File: src/rtl/dsp_fetch_unit.sv
// Instruction fetch stage: PC generation, single-outstanding imem requests,
// 2-entry word FIFO toward decode, and jump/branch redirect with response drain.
module dsp_fetch_unit #(
  parameter int unsigned INST_WORD_LEN = 32,
  parameter int unsigned PC_WIDTH      = 16,
  parameter logic [PC_WIDTH-1:0]      RESET_PC = '0,
  parameter logic [INST_WORD_LEN-1:0] BUBBLE   = INST_WORD_LEN'(32'hFC00_0000)
) (
  input  logic                     clk,
  input  logic                     rst,
  output logic                     imem_req,
  output logic [PC_WIDTH-1:0]      imem_addr,
  input  logic                     imem_ready,
  input  logic [INST_WORD_LEN-1:0] imem_rdata,
  input  logic                     redirect_valid,
  input  logic [PC_WIDTH-1:0]      redirect_pc,
  input  logic                     stall,
  output logic [INST_WORD_LEN-1:0] instruction,
  output logic                     instr_valid,
  output logic [PC_WIDTH-1:0]      instr_pc
);

  localparam logic [1:0] IDLE  = 2'd0;
  localparam logic [1:0] REQ   = 2'd1;
  localparam logic [1:0] DRAIN = 2'd2;

  logic [1:0]               state, state_d;
  logic [PC_WIDTH-1:0]      pc, pc_d;
  logic [1:0]               count, count_d;
  logic                     req_d;
  logic [PC_WIDTH-1:0]      addr_d;
  logic [INST_WORD_LEN-1:0] instr_d;
  logic [PC_WIDTH-1:0]      ipc_d;
  logic                     valid_d;
  // Second FIFO slot; the head slot is the instruction/instr_pc register pair.
  logic [INST_WORD_LEN-1:0] buf_data, buf_data_d;
  logic [PC_WIDTH-1:0]      buf_pc, buf_pc_d;
  logic                     fire, push, pop;

  // Next-state, FIFO update and registered-output computation.
  always_comb begin
    state_d    = state;
    pc_d       = pc;
    count_d    = count;
    instr_d    = instruction;
    ipc_d      = instr_pc;
    buf_data_d = buf_data;
    buf_pc_d   = buf_pc;
    fire       = imem_req & imem_ready;
    pop        = instr_valid & ~stall;
    push       = 1'b0;

    if (redirect_valid) begin
      pc_d    = redirect_pc;
      count_d = 2'd0;
      instr_d = BUBBLE;
      case (state)
        REQ:     state_d = (imem_req && !imem_ready) ? DRAIN : REQ;
        DRAIN:   state_d = imem_ready ? REQ : DRAIN;
        default: state_d = REQ;
      endcase
    end else begin
      push    = (state == REQ) && fire;
      count_d = 2'(count + {1'b0, push} - {1'b0, pop});
      if (push) pc_d = pc + PC_WIDTH'(1);

      case ({push, pop})
        2'b10: begin
          if (count == 2'd0) begin
            instr_d = imem_rdata;
            ipc_d   = imem_addr;
          end else begin
            buf_data_d = imem_rdata;
            buf_pc_d   = imem_addr;
          end
        end
        2'b01: begin
          if (count == 2'd2) begin
            instr_d = buf_data;
            ipc_d   = buf_pc;
          end else begin
            instr_d = BUBBLE;
          end
        end
        2'b11: begin
          if (count == 2'd2) begin
            instr_d    = buf_data;
            ipc_d      = buf_pc;
            buf_data_d = imem_rdata;
            buf_pc_d   = imem_addr;
          end else begin
            instr_d = imem_rdata;
            ipc_d   = imem_addr;
          end
        end
        default: ;
      endcase

      case (state)
        DRAIN:   state_d = imem_ready ? REQ : DRAIN;
        default: state_d = (count_d < 2'd2) ? REQ : IDLE;
      endcase
    end

    valid_d = (count_d != 2'd0);
    req_d   = (state_d != IDLE);
    // While draining, the old address stays on the bus until the discarded response.
    addr_d  = (state_d == DRAIN) ? imem_addr : pc_d;
  end

  always_ff @(posedge clk or posedge rst) begin
    if (rst) begin
      state       <= REQ;
      pc          <= RESET_PC;
      count       <= 2'd0;
      imem_req    <= 1'b0;
      imem_addr   <= RESET_PC;
      instruction <= BUBBLE;
      instr_valid <= 1'b0;
      instr_pc    <= '0;
      buf_data    <= BUBBLE;
      buf_pc      <= '0;
    end else begin
      state       <= state_d;
      pc          <= pc_d;
      count       <= count_d;
      imem_req    <= req_d;
      imem_addr   <= addr_d;
      instruction <= instr_d;
      instr_valid <= valid_d;
      instr_pc    <= ipc_d;
      buf_data    <= buf_data_d;
      buf_pc      <= buf_pc_d;
    end
  end

  // Request gating must never let a word land in a full FIFO without a pop.
  always_ff @(posedge clk) begin
    if (!rst) assert (!(push && (count == 2'd2) && !pop));
  end

endmodule
File: config.mk
export PLATFORM = sky130hd
export DESIGN_NAME = dsp_fetch_unit
export DESIGN_NICKNAME = d
export VERILOG_FILES = /design/src/rtl/dsp_fetch_unit.sv
export SDC_FILE = /design/constraint.sdc
export NUM_CORES = 1
export LEC_CHECK = 0
export ABC_AREA = 1
export CAP_MARGIN = 25
export CORE_ASPECT_RATIO = 1.2
export CORE_MARGIN = 2
export CORE_UTILIZATION = 48
export CTS_CLUSTER_SIZE = 25
export DETAILED_ROUTE_END_ITERATION = 8
export PLACE_DENSITY = 0.82
export SETUP_SLACK_MARGIN = 0.05
export SKIP_CTS_REPAIR_TIMING = 1
export SLEW_MARGIN = 5
export SYNTH_ARGS = -nofsm -noshare
export SYNTH_HDL_FRONTEND = slang
export SYNTH_SLANG_ARGS = --single-unit
File: constraint.sdc
create_clock -name clk -period 4.5 [get_ports clk]
set_input_delay 0.9 -clock clk [delete_from_list [all_inputs] [get_ports clk]]
set_output_delay 0.9 -clock clk [all_outputs]
set_load 0.01 [all_outputs]
* After elaboration in Yosys (flattened, before gate mapping) *
Cells that the tools add are included.

word-level totals
  output and inout port bits = 66
  logic and storage cells = 66
  flip-flop bits (word level) = 134
  bits of input ports = 53

operators by class
  add/subtract/negate cells = 3
  reductions and logical operators = 12
  bitwise logic cells = 4
  equality and inequality tests = 12
  mux-type cells = 24
  order comparisons = 1

operators with widths
  operator                 count
  $mux W32                 6
  $mux W16                 7
  $pmux W32 S3             1
  $pmux W32 S2             1
  $pmux W16 S3             1
  $pmux W16 S2             1
  $add A16 B1 Y16 const B  1
  $eq A2 B2 Y1 const B     5
  $mux W2                  5
  $ne A2 B2 Y1 const B     4
  $reduce_and A4 Y1        2
  $reduce_bool A2 Y1       3
  $eq A2 B1 Y1 const B     2
  $pmux W2 S2              1
  $reduce_bool A4 Y1       1
  $ne A3 B3 Y1 const B     1
  $reduce_bool A3 Y1       1
  $add A2 B1 Y2            1
  $and A1 B1 Y1            2
  $logic_and A1 B1 Y1      2
  $logic_not A2 Y1         1
  $lt A2 B2 Y1 const B     1
  $not A1 Y1               2
  $reduce_and A2 Y1        1
  3 further kinds          3

* Logic depth before layout (Yosys ltp) *
Gate-level depths: netlist (run 1).

  depth after elaboration = 9
  mapped depth = 14
  mapped depth without buffers = 14

* Worst setup path after synthesis (run 1) *
Ideal clock, no wire load.

  kind = input to register
  start point = input imem_ready
  end point = register imem_addr[13]
  buffers on the path = 1
  arrival = 2408 ps
  path slack = 1975 ps
  required time = 4383 ps
  cell stages on the path = 12
  library setup time = 117 ps
  cells stage by stage = inv_1 -> nor2_4 -> ha_1 -> ha_1 -> xor2_1 -> nand3_1 -> nand3_1 -> nand2_2 -> nand3_4 -> buf_6 -> nand3_1 -> nand2_1

between the ends
  cells in the longest elaborated chain, start to end = 9
  elaborated cells between the ends (all ways) = 16
  classes of those cells = add/sub: 2; order compare: 1; eq/ne: 1; mux: 8; bitwise: 1; reduce/logical: 3

ends and longest elaborated chain
  item                    line  text
  start: declaration      13    input logic imem_ready,
  $and A1 B1 Y1           49    fire = imem_req & imem_ready;
  $logic_and A1 B1 Y1     63    push = (state == REQ) && fire;
  $add A2 B1 Y2           64    count_d = 2'(count + {1'b0, push} - {1'b0, pop});
  $sub A2 B1 Y2           64
  $lt A2 B2 Y1            101   default: state_d = (count_d < 2'd2) ? REQ : IDLE;
  $mux W1                 101
  $mux W2                 99    case (state)
  $mux W2                 53    if (redirect_valid) begin
  $eq A2 B2 Y1            108   addr_d = (state_d == DRAIN) ? imem_addr : pc_d;
  end signal: assignment  128   imem_addr <= addr_d;
  end: declaration        12    output logic [PC_WIDTH-1:0] imem_addr,

Parallel ways exist; a longest one is shown, timed or not.
A chain may end at the register's enable or synchronous reset.

* Worst setup path in the final report (run 1) *
  start point = input imem_ready
  end point = register instr_pc[1]

between the ends
  cells in the longest elaborated chain, start to end = 5
  elaborated cells between the ends (all ways) = 10
  classes of those cells = eq/ne: 5; mux: 1; bitwise: 1; reduce/logical: 3

ends and longest elaborated chain
  item                                                                 line  text
  $and A1 B1 Y1 *                                                      49
  $logic_and A1 B1 Y1 *                                                63
  $eq A2 B1 Y1 / $eq A2 B2 Y1 (equally long branches)                  67    case ({push, pop})
  $ne A2 B2 Y1 (no line) / $reduce_bool A3 Y1 (equally long branches)  --
  $reduce_and A4 Y1 (no line)                                          --
  end signal: assignment                                               131   instr_pc <= ipc_d;
  end: declaration                                                     20    output logic [PC_WIDTH-1:0] instr_pc

Every way passes the cells marked *; elsewhere a longest branch is shown, timed or not.

==> results of run 1 <==
## stage by stage
step | worst slack, ns | total power [mW] | utilization [%] | std cells
floorplan | 1.95 | 2.88 | - | 757
global placement | 1.12 | 3.47 | 58.5 | 1015
detailed placement | 1.08 | 3.54 | 58.5 | 1015
CTS | 1.46 | 4.93 | 63.0 | 1047
global route | 1.31 | 5.23 | 63.0 | 1047
finish | 1.44 | 4.90 | 63.0 | 1047
## sequential cells by signal, indices dropped and copies added (netlist names)
register	count
buf_data	32
buf_pc	16
count	2
imem_addr	16
imem_req	1
instr_pc	16
instr_valid	1
instruction	32
pc	16
state	2
## cell usage after synthesis (all sizes together), types with 3 or more instances
| library cell | count | area [sq um] |
|---|---|---|
| xor2 | 3 | 26.3 |
| clkbuf | 8 | 30.0 |
| o22ai | 26 | 163 |
| a22oi | 16 | 130 |
| dfrtp | 121 | 3030 |
| nor2 | 22 | 134 |
| buf | 27 | 196 |
| o211ai | 7 | 81.3 |
| ha | 8 | 100 |
| inv | 125 | 474 |
| or2 | 5 | 31.3 |
| nand3 | 56 | 310 |
| nand2 | 196 | 746 |
| dfstp | 13 | 342 |
| a21oi | 27 | 176 |
| o21ai | 80 | 415 |
| nand4 | 4 | 25.0 |
## cells by family (layout without fill, tap and decap cells)
kind of cell / Yosys count / count (layout) / synth area share (%)
simple gates: 288 / 288 / 19.6
compound gates: 161 / 161 / 15.4
buf+inv: 160 / 282 / 10.8
flops: 134 / 134 / 51.8
fa+ha+maj: 8 / 8 / 1.54
xor+xnor: 5 / 5 / 0.673
mux: 1 / 1 / 0.173
## path summary, 6_finish.rpt
path / slack, ns / start / endpoint / cells after the start
max reg2reg: 1.71 / state[0] / instruction[30] / 10
max: 1.44 / imem_ready / instr_pc[1] / 8
max in group asynchronous: 2.60 / rst / instruction[30] / 3
min: 0.49 / buf_data[16] / buf_data[16] / 2
min reg2reg: 0.49 / buf_data[16] / buf_data[16] / 2
min in group asynchronous: 1.01 / rst / pc[4] / 2
## worst max-delay path: stages
cell and delay (ns):
clkdlybuf4s50_1 0.46, inv_1 0.15, nor2_4 0.10, ha_1 0.30, a21oi_4 0.76, inv_2 0.34, nand2_1 0.18, a22oi_1 0.10
## per-layer routing
metal | vias up | track usage (%) | part of all wire [%] | wire [um]
met5 | - | 0 | 0 | 0
met4 | 0 | 7.78 | 1.6 | 238
met3 | 23 | 3.77 | 4.3 | 652
met2 | 162 | 37.3 | 51 | 7790
met1 | 2519 | 28.7 | 43 | 6570
li1 | 2659 | - | - | -
## cells in the final DEF, fill, tap and decap left out, types with 14 or more instances in the layout
cell type	count
a21oi_1	22
o22ai_1	26
o21ai_0	49
clkbuf_16	17
dfrtp_1	121
inv_1	120
clkdlybuf4s50_1	118
nand2_1	192
nor2_1	15
o21ai_1	27
nand3_1	53
a22oi_1	14
## power groups by stage
stage          registers (mW)  logic, mW  clock network [mW]
2_1_floorplan            1.97      0.917                   0
3_3_place_gp             1.92       1.55                   0
3_5_place_dp             1.94       1.60                   0
4_1_cts                  1.92       1.61                1.40
5_1_grt                  1.98       1.79                1.46
6_report                 1.92       1.60                1.38
## cell type report
type                    count  area, sq um  share of cell area (%)
flip-flops and latches    134         3370                    40.4
clock inverters            12          144                    1.73
inverters                 125          478                    5.73
clock buffers              20          447                    5.36
multi-input cells         463         2440                    29.3
repair buffers            125         1250                    14.9
well taps                 168          210                    2.52
==> qor.csv, run 1 <==
stage;metric;value;unit
layout;Diodes inserted;0;
synth;register area share after synthesis;51.8;%
pwr;Power Density;588;nW/um^2
clocking;CTS clock-pin slew for the worst setup and hold paths;0.06;ns
drt;Vias/cell;5.12;
place;Final Wtd Congestion;0.835;
layout;proportion of layout cells with a drive suffix above 1;10.2;%
place;Port Buf Inserts;118;
clocking;Max clock buf depth;2;
synth;Synth Area per Inst;8.59;sq um
clocking;worst skew pair latency;0.41;ns
critical_path;CP arrival;3.32;ns
drt;Wirelength per Cell;14.6;um
synth;EDFF count, synth;0;
die;Die Span Y;132;um
synth;Main synth FF type;dfrtp_1;
clocking;clk sink count;134;
die;Core ar.;13200;sq um
pwr;Comb pwr share;32.6;%
synth;Syn Nets;818;
place;post-DP HPWL;10300;um
global_routing;largest net degree at the start of global routing;75;
timing;Slew Limit Fails;0;
die;Row Count;46;
timing;Setup Viol. Count Final;0;
drt;final wirelength;15200;um
critical_path;Setup crit start kind;input pin;
pwr;Sw Pwr;1.69;mW
pwr;power share of the clock group;28.2;%
layout;Finished Cell Area;8340;sq um
global_routing;number of global-route vias before repair;5266;
drt;drt first pass iters;5;
critical_path;CP endpoint kind;flip-flop;
layout;Fillers;1132;
drt;via count;5363;
clocking;Root Buffer;clkbuf_16;
timing;Final Hold Fails;0;
synth;post-synth cell types;44;
synth;mapped cell area;6500;sq um
timing;Slew HR;38.9;%
clocking;CTS H-tree lvls;4;
global_routing;Total GRT Usage;22.2;%
die;Die Area;14500;sq um
timing;minimum clock period;3.06;ns
global_routing;initial antenna violation count;0;
run;MaxCap Viol Count;0;
global_routing;first-pass GRT wire length;25400;um
timing;total negative setup slack;0;ns
status;status;completed;
layout;Layout area overhead;28.2;%
pwr;worst vdd ir;0.319;mV
timing;f_max;0.327;GHz
critical_path;Worst Path Required;4.76;ns
die;Initial Utilization;49.1;%
pwr;Int Power;3.21;mW
synth;Synthesis Warnings;0;
timing;final critical-path share of the clock period;67.9;%
layout;Final #Nets;927;
pwr;leak pwr;4.04;nW
synth;Synth Register Bits;134;
pwr;Flop pwr share;39.2;%
timing;Slew @ Worst Pin;0.915;ns
drt;DRT antenna net count;0;
clocking;CTS tree;yes;
clocking;total CTS buffers;17;
critical_path;CP max FO;32;
drt;1st-iter DRT viols;430;
synth;Post-Synthesis Cells;757;
die;Die X;110;um
pwr;sw frac;34.5;%
timing;Min Hold Slack;0.487;ns
die;# IOs;119;
place;placed cell area;7750;sq um
timing;Clock Skews;0.00691;ns
global_routing;Overflow after GRT;0;
timing;RSZ-0062 raised after global routing;false;
synth;asr flop ratio synth;100;%
drt;# DRC;0;
hold_path;classification of the worst-slack hold path;flip-flop to flip-flop;
critical_path;WS Path Type;input pin to flip-flop;
No activity file was read; power rests on OpenSTA's default activity.
==> inputs of run 2 (changes only) <==
--- a/config.mk
+++ b/config.mk
@@ -9,10 +9,10 @@
 export CAP_MARGIN = 25
 export CORE_ASPECT_RATIO = 1.2
 export CORE_MARGIN = 2
-export CORE_UTILIZATION = 48
+export CORE_UTILIZATION = 53
 export CTS_CLUSTER_SIZE = 25
 export DETAILED_ROUTE_END_ITERATION = 8
-export PLACE_DENSITY = 0.82
+export PLACE_DENSITY = 0.86
 export SETUP_SLACK_MARGIN = 0.05
 export SKIP_CTS_REPAIR_TIMING = 1
 export SLEW_MARGIN = 5
==> constraint.sdc (replaced) <==
create_clock -name clk -period 3.1 [get_ports clk]
set_input_delay 0.62 -clock clk [delete_from_list [all_inputs] [get_ports clk]]
set_output_delay 0.62 -clock clk [all_outputs]
set_load 0.01 [all_outputs]
==> run 2 against run 1 <==
Total power is 46% higher. Sequential cell count stayed put. Cell area is 1.2% higher. Cell count is 0.38% higher. Sequential power is 46% higher. Global-route usage is 3.0 points higher. Count of clock-buffer cells in the layout is 2 lower. Via count is 3.9% higher. Core utilization is 7.0 points higher. Worst hold slack better by 0.0027 ns. First-iteration DRC count is 1.9% lower. Non-clock buffer count is 11 higher.
==> qor.csv, run 2 (synthesis gave the netlist of run 1 again) <==
stage;metric;value;unit
drt;Vias/cell;5.30;
timing;Clock Skews;0.00814;ns
pwr;Sw Pwr;2.53;mW
clocking;total CTS buffers;17;
clocking;worst skew pair latency;0.42;ns
timing;Slew @ Worst Pin;0.664;ns
status;status;completed;
critical_path;CP endpoint kind;flip-flop;
timing;f_max;0.376;GHz
die;Row Count;44;
place;post-DP HPWL;10300;um
critical_path;critical-path cell list;ha_1, nand2_1, nor2_4, ha_1, ha_1, xor2_1, nand3_1, nand3_1, nand2_2, nand3_4, nand3_1, nand2_1;
critical_path;worst r2r path cells;12;
drt;Wirelength per Cell;14.9;um
critical_path;CP Buf/Inv Count;0;
pwr;power share of the clock group;27.3;%
layout;top flop regs;buf_data: 32 flops, instruction: 32 flops;
layout;Fillers;875;
layout;post-layout util;70.0;%
critical_path;reg-to-reg endpoint;imem_addr[14];
global_routing;initial antenna violation count;0;
critical_path;flop2flop setup slack;0.44;ns
layout;Diodes inserted;0;
die;Die Area;13200;sq um
pwr;Comb pwr share;33.5;%
critical_path;Crit path max-delay family;simple AND/OR/NAND/NOR gates;
pwr;Int Power;4.64;mW
layout;most frequent cells in the layout;nand2_1 (192), dfrtp_1 (121), inv_1 (120);
global_routing;largest net degree at the start of global routing;74;
critical_path;CP max FO;27;
timing;total negative setup slack;0;ns
clocking;CTS tree;yes;
die;# IOs;119;
drt;via count;5570;
critical_path;WS Path Type;flip-flop to flip-flop;
critical_path;r2r startpoint;state[0];
drt;DRT antenna net count;0;
drt;final wirelength;15600;um
drt;drt first pass iters;6;
global_routing;number of global-route vias before repair;5578;
pwr;leak pwr;4.12;nW
critical_path;Max stage delay cell, worst path;dfstp_2;
clocking;Root Buffer;clkbuf_16;
die;Die Span Y;125;um
place;Final Wtd Congestion;0.837;
die;Initial Utilization;53.9;%
layout;commonest non-fill, non-tap cell in the layout;nand2_1;
timing;Slew HR;55.5;%
clocking;Max clock buf depth;2;
timing;Slew Limit Fails;0;
timing;Setup Viol. Count Final;0;
critical_path;worst setup path endpoint;imem_addr[14];
critical_path;Max stage delay on crit path;0.54;ns
pwr;worst vdd ir;0.440;mV
global_routing;Total GRT Usage;25.3;%
global_routing;first-pass GRT wire length;26700;um
critical_path;CP arrival;2.96;ns
critical_path;Setup crit start kind;flip-flop;
die;Die X;105;um
run;MaxCap Viol Count;0;
place;Port Buf Inserts;118;
timing;final critical-path share of the clock period;85.7;%
clocking;CTS clock-pin slew for the worst setup and hold paths;0.06;ns
pwr;sw frac;35.3;%
drt;1st-iter DRT viols;422;
hold_path;classification of the worst-slack hold path;flip-flop to flip-flop;
timing;RSZ-0062 raised after global routing;false;
timing;minimum clock period;2.66;ns
pwr;Power Density;849;nW/um^2
pwr;Flop pwr share;39.2;%
critical_path;Critical Path Stages;12;
global_routing;Overflow after GRT;0;
layout;Final #Nets;938;
timing;Final Hold Fails;0;
die;Core ar.;12100;sq um
critical_path;Worst Path Required;3.40;ns
layout;Layout area overhead;29.7;%
layout;proportion of layout cells with a drive suffix above 1;11.6;%
drt;# DRC;0;
critical_path;origin of the worst setup path;state[0];
clocking;CTS H-tree lvls;4;
clocking;clk sink count;134;
-- run 2: cell types whose count changed in the layout (fill, tap and decap cells not counted), sizes merged --
| cell | change |
|---|---|
| clkbuf | -2 |
| buf | +11 |
| clkinvlp | -1 |
| bufinv | -1 |
| clkinv | +2 |
| inv | +2 |
-- run 2: worst reg2reg max path, stage by stage (launching register included) --
cell and delay (ns):
dfstp_2 0.54, ha_1 0.24, nand2_1 0.13, nor2_4 0.10, ha_1 0.23, ha_1 0.22, xor2_1 0.16, nand3_1 0.09
nand3_1 0.16, nand2_2 0.14, nand3_4 0.26, nand3_1 0.21, nand2_1 0.07
-- run 2: layout make-up --
class                      count  area [sq um]  area share, %
inverter                     125           478           5.67
multi-input combinational    463          2440           28.9
clock inverter                14           140           1.66
clock buffer                  18           439           5.21
sequential                   134          3370           39.9
tap                          161           201           2.39
timing repair buffer         136          1370           16.2
-- run 2: power by group through the flow --
stage	combinational (mW)	sequential [mW]	clock [mW]
3_5_place_dp	2.38	2.82	0
3_3_place_gp	2.30	2.79	0
4_1_cts	2.42	2.80	1.97
2_1_floorplan	1.33	2.85	0
6_report	2.40	2.81	1.96
5_1_grt	2.68	2.88	2.06
-- run 2: metrics by stage --
stage	std cells	worst slack [ns]	power, mW	hold WS, ns	cell area (sq um)
2_1_floorplan	757	0.733	4.19	0.453	6510
3_3_place_gp	1019	0.282	5.09	0.465	7860
3_5_place_dp	1019	0.148	5.19	0.477	7860
4_1_cts	1051	0.453	7.19	0.491	8440
5_1_grt	1051	0.267	7.63	0.518	8440
6_report	1051	0.442	7.17	0.489	8440
-- run 2: how the worst min path moves through the flow --
stage / startpoint / depth (start not counted) / end
after floorplan: buf_data[0] / 2 / buf_data[0]
after global placement: buf_data[24] / 2 / buf_data[24]
after detailed placement: buf_data[19] / 2 / buf_data[19]
after CTS: buf_data[3] / 2 / buf_data[3]
after global routing: buf_data[30] / 2 / buf_data[30]
final: buf_data[1] / 2 / buf_data[1]
-- run 2: metal layers --
layer  track usage (%)  vias up  wire [um]
li1                  -     2683          -
met1              30.2     2633       6160
met2              44.7      223       8280
met3              4.95       31        813
met4              10.1        0        354
met5                 0        -          0
==> inputs of run 3 (changes only) <==
--- a/config.mk
+++ b/config.mk
@@ -8,7 +8,7 @@
 export ABC_AREA = 1
 export CAP_MARGIN = 25
 export CORE_ASPECT_RATIO = 1.2
-export CORE_MARGIN = 2
+export CORE_MARGIN = 10
 export CORE_UTILIZATION = 53
 export CTS_CLUSTER_SIZE = 25
 export DETAILED_ROUTE_END_ITERATION = 8
@@ -19,3 +19,4 @@
 export SYNTH_ARGS = -nofsm -noshare
 export SYNTH_HDL_FRONTEND = slang
 export SYNTH_SLANG_ARGS = --single-unit
+export TNS_END_PERCENT = 100
==> run 3 against run 2 <==
Non-clock buffer count up 1. Core utilization up 0.15 points. Clock skew is 0.0074 ns higher. Register-to-register slack better by 0.13 ns.
==> qor.csv, run 3 (synthesis gave the netlist of run 1 again) <==
stage;metric;value;unit
global_routing;met3 usage in global routing;4.13;%
timing;Min Hold Slack;0.488;ns
timing;f_max;0.396;GHz
clocking;CTS H-tree lvls;4;
global_routing;most used routing layer in global routing;met2;
drt;1st-iter DRT viols;478;
layout;register area;3370;sq um
clocking;CTS clock-pin slew for the worst setup and hold paths;0.06;ns
layout;Fillers;873;
place;placed cell area;7850;sq um
drt;DRT antenna net count;0;
status;status;completed;
global_routing;Overflow after GRT;0;
layout;top flop regs;buf_data: 32 flops, instruction: 32 flops;
critical_path;CP max FO;27;
timing;Setup Viol. Count Final;0;
drt;Vias/cell;5.24;
layout;most frequent cells in the layout;nand2_1 (192), dfrtp_1 (121), inv_1 (120);
hold_path;classification of the worst-slack hold path;flip-flop to flip-flop;
layout;proportion of layout cells with a drive suffix above 1;11.7;%
timing;RSZ-0062 raised after global routing;false;
layout;Diodes inserted;0;
drt;# DRC;0;
critical_path;CP arrival;2.82;ns
timing;Final Hold Fails;0;
die;Core ar.;12100;sq um
critical_path;Max stage delay cell, worst path;dfstp_2;
timing;minimum clock period;2.53;ns
drt;via count;5517;
timing;Slew @ Worst Pin;0.693;ns
pwr;leak pwr;4.13;nW
drt;Wirelength per Cell;15.7;um
pwr;worst vdd ir;0.621;mV
layout;Finished Cell Area;8450;sq um
drt;drt first pass iters;5;
drt;final wirelength;16500;um
global_routing;initial antenna violation count;0;
clocking;total CTS buffers;17;
critical_path;Worst Path Required;3.39;ns
global_routing;largest net degree at the start of global routing;135;
critical_path;Max stage delay on crit path;0.53;ns
timing;Clock Skews;0.0156;ns
die;Row Count;44;
layout;area occupied by multi-input gates;2440;sq um
place;post-DP HPWL;11300;um
global_routing;first-pass GRT wire length;27000;um
timing;Slew HR;53.8;%
timing;Slew Limit Fails;0;
clocking;CTS tree;yes;
place;placed insts;1020;
global_routing;met2 usage in global routing;34.2;%
layout;Final #Nets;939;
layout;Layout area overhead;30.0;%
global_routing;met1 Use GR;22.5;%
clocking;Max clock buf depth;2;
place;Port Buf Inserts;118;
clocking;clk sink count;134;
critical_path;Setup crit start kind;flip-flop;
timing;total negative setup slack;0;ns
die;Die X;121;um
die;# IOs;119;
global_routing;number of global-route vias before repair;5591;
clocking;worst skew pair latency;0.41;ns
run;MaxCap Viol Count;0;
timing;final critical-path share of the clock period;81.5;%
global_routing;Total GRT Usage;19.4;%
critical_path;WS Path Type;flip-flop to flip-flop;
die;Initial Utilization;53.9;%
place;Final Wtd Congestion;0.828;
die;Die Span Y;141;um
critical_path;critical-path cell list;ha_1, nand2_1, nor2_4, ha_1, ha_1, xor2_1, nand3_1, nand3_1, nand2_2, nand3_4, nand3_1, nand2_1;
layout;post-layout util;70.1;%
die;Die Area;17100;sq um
critical_path;CP endpoint kind;flip-flop;
clocking;Root Buffer;clkbuf_16;
layout;post-route non-filler standard cell count;1052;
pwr;Power Density;861;nW/um^2
layout;commonest non-fill, non-tap cell in the layout;nand2_1;
## run 3: worst max-delay path: cells and delay by family (launching register included)
kind / cells / cell delay [ns]
fa+ha+maj: 3 / 0.68
simple gates: 8 / 1.05
flops: 1 / 0.53
xor+xnor: 1 / 0.15
## run 3: per-layer routing
metal / part of all wire, % / vias up
met1: 41 / 2673
li1: - / 2675
met4: 1.6 / 0
met3: 5.1 / 18
met5: 0 / -
met2: 52 / 151
## run 3: layout make-up
type                    instances  share of cell area (%)
repair buffers                137                    16.1
clock buffers                  18                    5.19
multi-input cells             463                    28.9
inverters                     125                    5.65
well taps                     161                    2.38
flip-flops and latches        134                    39.9
clock inverters                14                    1.92
## run 3: metrics by stage
stage,setup WS [ns],power (mW)
after floorplan,0.733,4.19
after global placement,0.289,5.12
after detailed placement,0.180,5.24
after CTS,0.551,7.32
after global routing,0.373,7.72
final,0.573,7.28
## run 3: worst paths after layout
check                        startpoint            end  slack [ns]  cells past startpoint
setup / recovery               state[0]  imem_addr[14]        0.57                     12
hold / removal             buf_data[12]   buf_data[12]        0.49                      2
setup reg to reg               state[0]  imem_addr[14]        0.57                     12
hold reg to reg            buf_data[12]   buf_data[12]        0.49                      2
max in group asynchronous           rst         pc[14]        1.83                      3
min in group asynchronous           rst    buf_data[2]        0.75                      3
## run 3: report_power, final
part | internal [mW] | switching (mW)
clock | 1.23 | 0.815
sequential | 2.40 | 0.410
combinational | 1.10 | 1.33
==> patch 1, RTL diff (config.mk and constraints of run 2) <==
`PC_WIDTH`: 16 -> 14.
--- a/src/rtl/dsp_fetch_unit.sv
+++ b/src/rtl/dsp_fetch_unit.sv
@@ -3,5 +3,5 @@
 module dsp_fetch_unit #(
   parameter int unsigned INST_WORD_LEN = 32,
-  parameter int unsigned PC_WIDTH      = 16,
+  parameter int unsigned PC_WIDTH      = 14,
   parameter logic [PC_WIDTH-1:0]      RESET_PC = '0,
   parameter logic [INST_WORD_LEN-1:0] BUBBLE   = INST_WORD_LEN'(32'hFC00_0000)
Interface: changed (resized imem_addr, instr_pc and redirect_pc); port bits go from 119 to 113. The function was not compared with the original's and may differ.
==> patch 1 against run 2 <==
  * Power fell by 4.4%
  * Sequential cell count fell by 8
  * Largest power group unchanged
  * Synthesized area fell by 9.2%
  * Critical endpoint is now imem_addr[8]
  * Setup slack got worse by 0.060 ns
  * Routed wire length fell by 7.8%
  * Sequential share of layout area rose by 0.79 points
  * Global-route usage barely moved
  * Combinational power fell by 9.6%
  * Final area fell by 7.8%
  * First-iteration DRC count rose by 11%
  * Final cell count fell by 9.8%
  * Core utilization rose by 1.2 points
  * Clock power rose by 6%
  * Largest cell class unchanged
==> patch 1: results (changes against run 2) <==
* Gpl congestion at 0.852 (was 0.837)
* Path depth of the worst reg2reg path at 13 (was 12)
* Worst Hold End: buf_pc[13] (was buf_data[1])
* Layout Nets at 862 (was 938)
* Largest net degree at the start of global routing at 127 (was 74)
* Worst hold start: buf_pc[13] (was buf_data[1])
* Outcome: finished, final reports clean (unchanged)
* Ranking of synthesized cells by area: dfrtp_1, nand2_1, inv_1 (unchanged)
* Hold Slack at 0.486 ns (was 0.489 ns)
* DR pass1 iterations at 5 (was 6)
* Synthesized net count at 752 (was 818)
* Filler cells at 781 (was 875)
* PortBufs at 112 (was 118)
* Critical path arrival at 3.00 ns (was 2.96 ns)
* Synthesized area per cell at 8.52 sq um (was 8.59 sq um)
* Dpl cells at 916 (was 1019)
* FF-to-FF End: imem_addr[8] (was imem_addr[14])
* Post-synthesis sequential area ratio at 53.7% (was 51.8%)
* Max_slew headroom at 53.7% (was 55.5%)
* Synth cell types at 33 (was 44)
* Post-synth top cells: nand2_1, inv_1, dfrtp_1, o21ai_0, nand3_1 (was nand2_1, dfrtp_1, inv_1, nand3_1, o21ai_0)
* DRT iter0 DRCs at 467 (was 422)
* Via/cell ratio at 5.44 (was 5.30)
* Share of cells above drive strength 1 at 9.68% (was 11.6%)
* Tot GR Track Use at 25.2% (was 25.3%)
patch 1: cell types whose count changed after synthesis, moves of 5 or more:
cell     delta
buf_2       +5
nand3_1     -9
dfrtp_1     -8
o21ai_1    -14
inv_1       -6
nand2_1    -20
o21ai_0    +14
buf_4       -8
patch 1: layout make-up:
class / count / area (sq um) / share of cell area (%)
Inverter: 119 / 450 / 5.79
Multi-Input combinational cell: 415 / 2120 / 27.2
Sequential cell: 126 / 3170 / 40.7
Clock inverter: 9 / 131 / 1.69
Clock buffer: 23 / 498 / 6.40
Timing Repair Buffer: 124 / 1250 / 16.0
Tap cell: 132 / 165 / 2.12
patch 1: tightest hold or removal path, cell delays in order (launching register included):
cell and delay [ns]:
dfrtp_1 0.34, nand2_1 0.05, o21ai_0 0.06
patch 1: how the worst max path moves through the flow:
| stage | to | start | slack, ns | depth (start not counted) |
|---|---|---|---|---|
| after detailed placement | imem_addr[6] | imem_ready | 0.003 | 13 |
| after global routing | imem_addr[6] | state[0] | 0.1 | 13 |
| after global placement | imem_addr[13] | imem_ready | 0.14 | 13 |
| after CTS | imem_addr[6] | state[0] | 0.40 | 13 |
| final | imem_addr[8] | imem_ready | 0.38 | 13 |
| after floorplan | imem_addr[13] | state[0] | 0.75 | 14 |
patch 1: power by group:
group | internal, uW | switching [uW] | leakage (uW) | total (uW)
sequential | 2260 | 357 | 0.00155 | 2620
clock | 1370 | 696 | 0.000301 | 2070
combinational | 975 | 1190 | 0.00198 | 2170
patch 1: cells by family (layout without fill, tap and decap cells):
logic type,Yosys count,after routing,share of synthesized area (%)
XOR/XNOR,5,5,0.741
AO/OA/AOI/OAI,153,153,15.0
flip-flops,126,126,53.7
adder cells (fa/ha/maj),8,8,1.69
buffers and inverters,152,275,10.6
multiplexers,1,1,0.191
AND/OR/NAND/NOR,248,248,18.1
patch 1: routing by layer:
| layer | up-vias | track usage [%] | share of wire, % |
|---|---|---|---|
| met3 | 40 | 5.65 | 5.9 |
| met4 | 0 | 10.5 | 2.6 |
| met1 | 2447 | 32.1 | 40 |
| met5 | - | 0 | 0 |
| met2 | 224 | 41.6 | 51 |
| li1 | 2450 | - | - |
patch 1: metrics by stage:
stage	area, sq um	total power [uW]
2_1_floorplan	5910	3810
3_3_place_gp	7150	4630
3_5_place_dp	7150	4770
4_1_cts	7780	6870
5_1_grt	7780	7250
6_report	7780	6850
==> patch 2, RTL diff (config.mk and constraints of run 2) <==
Made on the original files. Take the reset off `instr_pc` and load it in a clocked block of its own.
--- a/src/rtl/dsp_fetch_unit.sv
+++ b/src/rtl/dsp_fetch_unit.sv
@@ -118,5 +118,4 @@
       instruction <= BUBBLE;
       instr_valid <= 1'b0;
-      instr_pc    <= '0;
       buf_data    <= BUBBLE;
       buf_pc      <= '0;
@@ -129,8 +128,11 @@
       instruction <= instr_d;
       instr_valid <= valid_d;
-      instr_pc    <= ipc_d;
       buf_data    <= buf_data_d;
       buf_pc      <= buf_pc_d;
     end
+  end
+
+  always_ff @(posedge clk) begin
+    instr_pc <= ipc_d;
   end
 
Formal check against the unedited RTL: differs if rst is asserted again (counterexample within 4 cycles, from zero or initial values and one cycle with rst high); with rst held inactive, the same outputs for 4 cycles.
==> patch 2 against run 2 <==
  * Power fell by 8.7%
  * Maximum frequency rose by 1.3%
  * Sequential cell count did not move
  * Routed wire length fell by 4.4%
  * Synthesized area fell by 6.5%
  * Clock skew fell by 0.0011 ns
  * Final area fell by 4.7%
  * Combinational power fell by 25%
  * Setup slack improved by 0.034 ns
  * Via count fell by 6.4%
  * Clock power rose by 5%
==> patch 2: results (changes against run 2) <==
* EDFF count, synth at 16 (was 0)
* Tot GR Track Use at 25.7% (was 25.3%)
* PortBufs at 118 (unchanged)
* Total CTS buffers at 17 (unchanged)
* Crit Path Max Fanout at 23 (was 27)
* Combinational group share of total power at 27.5% (was 33.5%)
* Clock tree buffer depth at 2 (unchanged)
* Biggest regs: buf_data: 32 flops, instruction: 32 flops (unchanged)
* Placed Area at 0.00743 sq mm (was 0.00786 sq mm)
* Ranking of synthesized cells by area: dfrtp_1, nand2_1, edfxtp_1 (was dfrtp_1, nand2_1, inv_1)
* DR vias at 5213 (was 5570)
* Layout Nets at 854 (was 938)
* Post-synthesis sequential area ratio at 56.7% (was 51.8%)
* Outcome: finished, final reports clean (unchanged)
* Gpl congestion at 0.889 (was 0.837)
* Largest net degree at the start of global routing at 97 (was 74)
* DRT iter0 DRCs at 473 (was 422)
* Post-synth top cells: nand2_1, dfrtp_1, inv_1, o21ai_1, o21ai_0 (was nand2_1, dfrtp_1, inv_1, nand3_1, o21ai_0)
* Via/cell ratio at 5.41 (was 5.30)
* Synth Flop Type: dfrtp_1 (unchanged)
* Place WS at 0.0846 ns (was 0.148 ns)
* Clk root buf: clkbuf_16 (unchanged)
* Total power at 6540 uW (was 7170 uW)
* Measured slew at the worst slew-check pin at 0.871 ns (was 0.664 ns)
* Skew-Pair Late Insertion Delay at 0.41 ns
* Synth warn at 0 (unchanged)
* Dpl cells at 931 (was 1019)
* Ys async rst share at 88.1% (was 100%)
* Net Sw Frac at 31.3% (was 35.3%)
* Peak supply drop at 0.480 mV (was 0.440 mV)
* # diodes at 0 (unchanged)
* First-pass GRT wire length at 24600 microns (was 26700 microns)
* H-Tree Depth at 4 (unchanged)
* CTS clk-pin slew, worst paths at 0.06 ns (about the same)
* Synthesized net count at 734 (was 818)
* Synthesized area per cell at 9.00 sq um (was 8.59 sq um)
* Hold Path Class: reg2reg (unchanged)
* Vias in the first global route at 5278 (was 5578)
* Critical path arrival at 2.91 ns (was 2.96 ns)
* DR pass1 iterations at 7 (was 6)
* Synth cell types at 34 (was 44)
* Total Wirelength at 14900 microns (was 15600 microns)
* Initial antenna violation count at 0 (unchanged)
* Share of cells above drive strength 1 at 10.9% (was 11.6%)
* Hpwl dp at 10200 microns (was 10300 microns)
* Seq pwr at 2700 uW (was 2810 uW)
* Lkg Pwr at 0.00373 uW (was 0.00412 uW)
* Worst clock skew at 0.00702 ns (was 0.00814 ns)
## patch 2: cell types whose count changed after synthesis, sizes merged, moves of 17 or more
cell / run 2 / this run
nand3: 56 / 24
inv: 125 / 81
o21ai: 80 / 102
nor2: 22 / 39
nand2: 196 / 179
o22ai: 26 / 6
## patch 2: kinds of logic (layout without fill, tap and decap cells)
kind of cell	Yosys count	in the layout	share of synthesized area (%)
flops	134	134	56.7
fa+ha+maj	5	5	1.03
compound gates	161	161	15.1
buf+inv	113	246	8.21
simple gates	260	260	18.6
xor+xnor	3	3	0.432
## patch 2: layout make-up
class,count,area [sq um]
Sequential cell,134,3450
Fill cell,749,3050
Multi-Input combinational cell,429,2140
Timing Repair Buffer,133,1340
Clock buffer,20,458
Inverter,81,308
Tap cell,154,193
Clock inverter,12,150
## patch 2: path summary, 6_finish.rpt
kind                         startpoint           end  slack (ns)  depth (start not counted)
setup / recovery             imem_ready  imem_addr[5]        0.48                         12
hold / removal             buf_data[26]  buf_data[26]        0.48                          2
setup reg to reg               state[0]  imem_addr[5]        0.48                         12
hold reg to reg            buf_data[26]  buf_data[26]        0.48                          2
max in group asynchronous           rst  buf_data[29]        1.66                          3
min in group asynchronous           rst  buf_data[10]        0.73                          2
## patch 2: critical path, cell delays in order
cell             delay [ns]
clkdlybuf4s50_1        0.53
nand3_2                0.11
ha_1                   0.29
inv_1                  0.04
ha_1                   0.21
xor2_1                 0.15
nand2_1                0.06
nand2_1                0.07
nand2_1                0.13
nand3_2                0.38
nand2_1                0.23
o21ai_1                0.09
## patch 2: layer usage
layer	global-route usage, %	part of all wire, %	vias to the layer above
li1	-	-	2461
met1	32.0	39	2468
met2	42.6	51	246
met3	6.11	7.0	38
met4	10.9	2.8	0
met5	0	0	-
